## src/rtl/seg7_pkg.sv

```systemverilog
// seg7_pkg: shared types and the hex glyph table for the 7-segment reader.
// Segment bit order: bit0 = a (s0) ... bit6 = g (s6), active-high.
package seg7_pkg;

    typedef logic [6:0] seg_t;
    typedef logic [3:0] hex_t;

    typedef enum logic {
        WAIT = 1'b0,
        FIRE = 1'b1
    } rd_state_t;

    // All segments off: a valid "nothing displayed" state, never an error.
    localparam seg_t SEG_BLANK = 7'h00;

    // Saturation ceiling of the stability counter.
    localparam logic [3:0] CNT_MAX = 4'd15;

    // Index = hex value, entry = segment pattern (g..a).
    localparam seg_t SEG_GLYPH [16] = '{
        7'h3F, 7'h06, 7'h5B, 7'h4F, 7'h66, 7'h6D, 7'h7D, 7'h07,
        7'h7F, 7'h6F, 7'h77, 7'h7C, 7'h39, 7'h5E, 7'h79, 7'h71
    };

endpackage

```

## src/rtl/seg7_glyph_match.sv

```systemverilog
// seg7_glyph_match: combinational lookup of a segment pattern in the hex
// glyph table. If several entries matched, the lowest index would win.
// Ports:
//   seg_i   pattern to look up
//   hit_o   pattern is one of the 16 glyphs
//   code_o  hex value of the matching glyph (0 when no hit)
module seg7_glyph_match
    import seg7_pkg::*;
(
    input  seg_t seg_i,
    output logic hit_o,
    output hex_t code_o
);

    always_comb begin
        hit_o  = 1'b0;
        code_o = '0;
        for (int i = 0; i < 16; i++) begin
            if (!hit_o && (seg_i == SEG_GLYPH[i])) begin
                hit_o  = 1'b1;
                code_o = hex_t'(i);
            end
        end
    end

endmodule

```

## src/rtl/seg7_reader.sv

```systemverilog
// seg7_reader: recovers hex symbols from a 7-segment pattern bus.
// The bus is synchronised, must hold the same pattern for STABLE_CYCLES
// samples, and is then decoded once; the result goes out through a
// single-entry valid/ready buffer.
// Ports:
//   clk, rst_n   clock and asynchronous active-low reset
//   seg_in       raw segment bus (bit0 = a ... bit6 = g)
//   sample_en    when low, stability tracking freezes and nothing decodes
//   out_code     decoded symbol, qualified by out_valid
//   out_valid    held until out_ready is seen high on a rising edge
//   out_ready    consumer accept
//   err_pulse    one-cycle flag: stable, non-blank pattern with no glyph
//   overflow     sticky: a decoded symbol was dropped (buffer full)
module seg7_reader
    import seg7_pkg::*;
#(
    parameter int STABLE_CYCLES = 4,
    parameter int SYNC_STAGES   = 2
) (
    input  logic       clk,
    input  logic       rst_n,
    input  logic [6:0] seg_in,
    input  logic       sample_en,
    output logic [3:0] out_code,
    output logic       out_valid,
    input  logic       out_ready,
    output logic       err_pulse,
    output logic       overflow
);

    localparam logic [3:0] STABLE_CNT = 4'(STABLE_CYCLES);

    seg_t      sync_q [SYNC_STAGES];
    seg_t      seg_s;
    seg_t      prev_q, prev_d;
    logic [3:0] cnt_q, cnt_d;
    logic      reported_q, reported_d;
    rd_state_t state_q, state_d;
    seg_t      fire_pat_q, fire_pat_d;
    hex_t      code_q, code_d;
    logic      valid_q, valid_d;
    logic      err_q, err_d;
    logic      ovf_q, ovf_d;
    logic      fire_now;
    logic      match_hit;
    hex_t      match_code;

    // Synchroniser chain.
    always_ff @(posedge clk or negedge rst_n) begin
        if (!rst_n) begin
            for (int i = 0; i < SYNC_STAGES; i++) begin
                sync_q[i] <= '0;
            end
        end else begin
            sync_q[0] <= seg_in;
            for (int i = 1; i < SYNC_STAGES; i++) begin
                sync_q[i] <= sync_q[i-1];
            end
        end
    end

    assign seg_s = sync_q[SYNC_STAGES-1];

    // Decode fires once per stable run, only on an enabled sample.
    assign fire_now = (state_q == WAIT) && sample_en &&
                      (cnt_q == STABLE_CNT) && !reported_q;

    // Stability tracking. The pattern is captured into fire_pat at the
    // decision edge so a change landing on that same edge cannot alter
    // what gets decoded; such a change still clears reported.
    always_comb begin
        prev_d     = prev_q;
        cnt_d      = cnt_q;
        reported_d = reported_q;
        fire_pat_d = fire_pat_q;
        if (fire_now) begin
            fire_pat_d = prev_q;
            reported_d = 1'b1;
        end
        if (sample_en) begin
            if (seg_s != prev_q) begin
                prev_d     = seg_s;
                cnt_d      = 4'd1;
                reported_d = 1'b0;
            end else if (cnt_q != CNT_MAX) begin
                cnt_d = cnt_q + 4'd1;
            end
        end
    end

    // FSM next state.
    always_comb begin
        state_d = state_q;
        case (state_q)
            WAIT:    if (fire_now) state_d = FIRE;
            FIRE:    state_d = WAIT;
            default: state_d = WAIT;
        endcase
    end

    seg7_glyph_match u_match (
        .seg_i  (fire_pat_q),
        .hit_o  (match_hit),
        .code_o (match_code)
    );

    // Output buffer. An accept and a load on the same edge leave the new
    // symbol visible with valid still high.
    always_comb begin
        valid_d = valid_q;
        code_d  = code_q;
        ovf_d   = ovf_q;
        err_d   = 1'b0;
        if (valid_q && out_ready) begin
            valid_d = 1'b0;
        end
        if ((state_q == FIRE) && (fire_pat_q != SEG_BLANK)) begin
            if (match_hit) begin
                if (!valid_q || out_ready) begin
                    valid_d = 1'b1;
                    code_d  = match_code;
                end else begin
                    ovf_d = 1'b1;
                end
            end else begin
                err_d = 1'b1;
            end
        end
    end

    always_ff @(posedge clk or negedge rst_n) begin
        if (!rst_n) begin
            prev_q     <= '0;
            cnt_q      <= '0;
            reported_q <= 1'b0;
            state_q    <= WAIT;
            fire_pat_q <= '0;
            code_q     <= '0;
            valid_q    <= 1'b0;
            err_q      <= 1'b0;
            ovf_q      <= 1'b0;
        end else begin
            prev_q     <= prev_d;
            cnt_q      <= cnt_d;
            reported_q <= reported_d;
            state_q    <= state_d;
            fire_pat_q <= fire_pat_d;
            code_q     <= code_d;
            valid_q    <= valid_d;
            err_q      <= err_d;
            ovf_q      <= ovf_d;
        end
    end

    assign out_code  = code_q;
    assign out_valid = valid_q;
    assign err_pulse = err_q;
    assign overflow  = ovf_q;

endmodule

```

## config.mk

```make
export PLATFORM = sky130hd
export DESIGN_NAME = seg7_reader
export DESIGN_NICKNAME = d
export VERILOG_FILES = /design/src/rtl/seg7_pkg.sv /design/src/rtl/seg7_glyph_match.sv /design/src/rtl/seg7_reader.sv
export SDC_FILE = /design/constraint.sdc
export NUM_CORES = 1
export LEC_CHECK = 0
export CAP_MARGIN = 20
export CELL_PAD_IN_SITES_DETAIL_PLACEMENT = 0
export CELL_PAD_IN_SITES_GLOBAL_PLACEMENT = 2
export CORE_MARGIN = 3
export CORE_UTILIZATION = 37
export CTS_CLUSTER_DIAMETER = 30
export DETAILED_ROUTE_END_ITERATION = 10
export PLACE_DENSITY_LB_ADDON = 0.25
export RECOVER_POWER = 100
export SLEW_MARGIN = 10
export SYNTH_ARGS = -nofsm -noshare
export SYNTH_HDL_FRONTEND = slang
export SYNTH_SLANG_ARGS = --single-unit
```

## constraint.sdc

```tcl
create_clock -name clk -period 4.4 [get_ports clk]
set_clock_uncertainty 0.1 [all_clocks]
set_input_delay 0.88 -clock clk [delete_from_list [all_inputs] [get_ports clk]]
set_output_delay 0.88 -clock clk [all_outputs]
set_load 0.03 [all_outputs]
```

Word level (Yosys, flattened, before mapping)
Index checks and enable logic that the tools add are counted.
{ "op_classes": {"addsub": 1, "n_shift": 0, "bitwise": 2, "n_mul": 0, "n_lt_le_gt_ge": 0, "reduce_logical": 44, "n_eq_ne": 19, "n_mux": 44, "div_mod_pow": 0} }
{ "ops": {"columns": ["cell", "count"], "rows": [
  ["$eq A7 B7 Y1 const B", 12],
  ["$mux W4", 10],
  ["$mux W1", 27],
  ["$logic_and A1 B1 Y1", 20],
  ["$logic_not A1 Y1", 17],
  ["$eq A7 B3 Y1 const B", 2],
  ["$eq A7 B6 Y1 const B", 2],
  ["$mux W3", 4],
  ["$ne A7 B7 Y1", 1],
  ["$reduce_bool A7 Y1", 1],
  ["$reduce_and A3 Y1", 2],
  ["$add A4 B1 Y4 const B", 1],
  ["$eq A4 B3 Y1 const B", 1],
  ["$mux W2", 2],
  ["$ne A4 B4 Y1 const B", 1],
  ["$reduce_and A2 Y1", 2],
  ["$not A1 Y1", 2],
  ["$pmux W1 S2", 1],
  ["$reduce_bool A2 Y1", 1],
  ["$logic_or A1 B1 Y1", 1]
]} }
{ "totals": {"output_inout_bits": 7, "word_cells": 121, "mem_bits_rw": 0, "rom_bits": 0, "inputBits": 11, "register_bits": 41, "n_memories": 0, "latchBits": 0} }

Longest topological paths before layout
{ "depth": {"word_depth": 49, "ltp_mapped": 6, "depth_no_buf": 5} }

By module
Synthesis repeated with hierarchy kept, for this count alone.
{ "unflattened": {"cells_unflattened": 163, "area_unflattened_um2": 1916.8} }
{ "modules_own_cells": {"columns": ["mod", "seq_area_each_um2", "area_per_inst_um2", "cells_each", "n_inst"], "rows": [
  ["seg7_reader", 1026.0, 1564.0, 107, 1],
  ["seg7_glyph_match", 0.0, 352.8, 56, 1]
]} }

Worst setup path after synthesis
Ideal clock, no wire load.
{ "synth_path": {"path_kind": "input-to-reg", "start": "input port out_ready", "end": "register code_q[0], in the netlist out_code[0]", "required_time_ns": 4.175, "path_stages": 4, "setup_ns": 0.125, "t_arrival_ns": 1.841, "n_path_buf": 0, "slack_ns": 2.334, "cell_sequence": "nand2b_1 -> or2b_2 -> a31oi_4 -> mux2_4"} }
{ "synth_between": {"elab_chain_cells": 2} }
{ "synth_rtl": {"columns": ["element", "line", "source"], "rows": [
  ["start, declared", "seg7_reader.sv:26", "input logic out_ready,"],
  ["$logic_or A1 B1 Y1", "seg7_reader.sv:119", "if (!valid_q || out_ready) begin"],
  ["$reduce_and A3 Y1 (no source line)", null, null],
  ["end signal, assigned", "seg7_reader.sv:148", "code_q <= code_d;"],
  ["end, declared", "seg7_reader.sv:40", "hex_t code_q, code_d;"]
]} }
No other way between the ends.
A chain may end at the register's enable or synchronous reset.

Final worst setup path
{ "layout_path": {"start": "input port out_ready", "end": "register code_q[1], in the netlist out_code[1]"} }
Same word-level chain as after synthesis.

==> flow_summary.json <==
{
  "tightest_slew_ns": 2.13,
  "ys_ff_latch": 41,
  "core_um2": 5170,
  "ys_warn_count": 0,
  "layout-drive-gt1-share_pct": 21.0,
  "reg2reg_depth": 5,
  "cts_resized": 0,
  "die_h_um": 79.4,
  "outcome": "complete, but fails checks",
  "hp-class": "flop to flop",
  "holdPathStages": 0,
  "cts_buffers": 5,
  "gr-total-overflow": 0,
  "rsz0062_at_grt": "false",
  "synth-main-ff-cell": "dfrtp_1",
  "layout.nets": 193,
  "vias": 1293,
  "placed_area_um2": 2190,
  "hpwl_um": 2540,
  "relSlewSlack_pct": -42.2,
  "yosysSeqAreaShare_pct": 51.5,
  "synth_cell_types": 55,
  "r2r_setup_slack_ns": 1.84,
  "dieWidth_um": 79.4,
  "finalCritPeriodShare_pct": 58.5,
  "grt_pass1_wl_um": 6080,
  "antenna_left": 0,
  "ctsHoldBuffers": 0,
  "crit_fanout": 4,
  "antenna_found_initial": 0,
  "ys_async_sr_fraction_pct": 100,
  "cts-root-buf": "clkbuf_8",
  "critPathCaptureType": "flop",
  "worstSkewPairLatency_ns": 0.28,
  "cts_sinks": 41,
  "finalHoldViolations": 0,
  "rr_startpoint": "fire_pat_q[1]",
  "grt_max_degree": 42,
  "clock_path_buffers": 2,
  "drt_iter0_drc": 51,
  "drt-total-wl_um": 3510,
  "drc": 0,
  "max-vdd-ir-drop_mv": 0.300,
  "syn_inst": 165,
  "rows": 26,
  "final_cell_area_um2": 2280,
  "synth_edf_count": 0,
  "firstDrtPassIters": 4,
  "power.density_nw_per_um2": 335,
  "die-area_um2": 6300,
  "globalplace.congestion": 0.771,
  "htree_num_levels": 2,
  "syn2layout_area_growth_pct": 14.6,
  "path_class": "input port to flop",
  "min-delay-start": "sync_q[11]",
  "antenna_cells": 0,
  "fmax_ghz": 0.389,
  "cts_tree": "yes",
  "critPathLaunchType": "input port",
  "io_pins": 18,
  "setup_viol": 0,
  "setup-tns-final_ns": 0,
  "syn-num-nets": 178,
  "syn_area_um2": 1990,
  "violations": "max-capacitance violations, max-slew violations",
  "grt_pass1_vias": 1289,
  "initial_core_util_pct": 38.5,
  "clk_pin_slew_ns": 0.08,
  "worstPathArrival_ns": 2.64,
  "p_leak_nw": 0.991,
  "grtUsageTotal_pct": 12.5,
  "timing.rr.end": "out_code[1]",
  "numPortBuffers": 17,
  "via_per_inst": 5.15,
  "slew_viol_final": 42,
  "syn_area_per_cell_um2": 12.1,
  "required_ns": 4.47,
  "wl_per_cell_um": 14.0,
  "fillers": 465,
  "holdPathEnd": "seg_s[4]",
  "drv_cap": 1,
  "cts_setup_buffers": 0,
  "period_needed_ns": 2.57
}
==> worst max-delay path by stage <==
| stage | depth (start not counted) | start | slack (ns) | endpoint |
|---|---|---|---|---|
| 2_1_floorplan | 4 | out_ready | 2.33 | out_code[0] |
| 3_3_place_gp | 4 | sample_en | 1.68 | fire_pat_q[0] |
| 3_5_place_dp | 4 | sample_en | 1.61 | fire_pat_q[3] |
| 4_1_cts | 4 | sample_en | 1.92 | fire_pat_q[4] |
| 5_1_grt | 1 | rst_n | 1.39 | fire_pat_q[4] |
| 6_report | 5 | out_ready | 1.83 | out_code[1] |
==> worst max-delay path: stages <==
cell and delay [ns]:
clkdlybuf4s50_1 0.45, nand2b_1 0.13, or2b_2 0.30, a31oi_1 0.53, mux2_4 0.35
==> metrics by stage <==
step	power, W	util [%]	setup slack (ns)	hold WS [ns]	instances
floorplan	0.000450	-	2.33	0.231	165
global placement	0.000474	42.3	1.68	0.234	243
detailed placement	0.000478	42.3	1.61	0.236	243
CTS	0.000781	44.4	1.92	0.255	251
global route	0.000803	44.1	1.39	0.257	251
finish	0.000765	44.1	1.83	0.253	251
==> cell families after synthesis <==
group | share of synthesized area (%)
and+or+nand+nor | 14.3
DFF | 51.5
AOI/OAI and AO/OA | 13.4
muxes | 10.9
buffers and inverters | 4.21
xor gates and xnor gates | 4.40
adders and majority gates | 1.26
==> flip-flops by register name (all words and copies together) (netlist names) <==
register    flops
sync_q          7
out_code        4
seg_s           7
overflow        1
err_pulse       1
state_q         1
out_valid       1
fire_pat_q      7
reported_q      1
prev_q          7
cnt_q           4
==> metal layers <==
metal  GRT usage (%)  part of all wire, %  vias up  routed length, µm
met2            22.1                   53       23               1860
met3            3.05                  3.5        7                123
met4            4.98                  1.8        0                 63
met5               0                    0        -                  0
li1                -                    -      619                  -
met1            14.6                   42      644               1460
==> cell type report <==
type | count | area, µm² | area share [%]
repair buffers | 17 | 164 | 7.18
multi-input cells | 108 | 867 | 38.0
well taps | 70 | 87.6 | 3.84
clock buffers | 6 | 72.6 | 3.18
inverters | 7 | 26.3 | 1.15
flip-flops and latches | 41 | 1030 | 45.0
clock inverters | 2 | 38.8 | 1.70
==> cell usage in the layout, fill, tap and decap left out, types with 3 or more instances in the layout <==
| cell type | n |
|---|---|
| clkbuf_8 | 5 |
| inv_1 | 6 |
| nand2_1 | 8 |
| mux2_2 | 14 |
| a21oi_1 | 4 |
| nor2b_1 | 4 |
| o21ai_0 | 9 |
| nand3b_1 | 3 |
| dlygate4sd3_1 | 15 |
| mux2_4 | 4 |
| nand3_1 | 4 |
| xor2_1 | 6 |
| xnor2_1 | 4 |
| a31oi_1 | 3 |
| dfrtp_1 | 41 |
==> synthesized netlist by cell type, types with 2 or more instances <==
library cell / n / area (µm²)
o22ai_1: 2 / 12.5
nand3b_1: 3 / 22.5
nand4b_1: 2 / 17.5
nor2b_1: 4 / 25.0
buf_2: 4 / 20.0
a21oi_1: 4 / 20.0
or2b_1: 2 / 15.0
xor2_1: 6 / 52.6
nand3_1: 4 / 20.0
mux2_2: 14 / 158
dfrtp_1: 41 / 1030
nand2b_1: 2 / 12.5
nand2_1: 8 / 30.0
clkbuf_1: 2 / 7.51
nor4_1: 2 / 12.5
o21ai_0: 8 / 40.0
inv_1: 6 / 22.5
nor3_1: 2 / 10.0
xnor2_1: 4 / 35.0
a41oi_1: 2 / 17.5
ha_1: 2 / 25.0
buf_6: 2 / 22.5
a31oi_1: 2 / 12.5
nand4_1: 2 / 12.5
nor2_1: 2 / 7.51
mux2_4: 4 / 60.1
==> power breakdown <==
part	switching, W	internal, W	leakage [nW]
combinational	0.0000245	0.0000266	0.421
sequential	0.0000202	0.000395	0.514
clock	0.000129	0.000170	0.0554
total	0.000173	0.000592	0.991
Note: power is estimated with default switching activity, not from simulation.
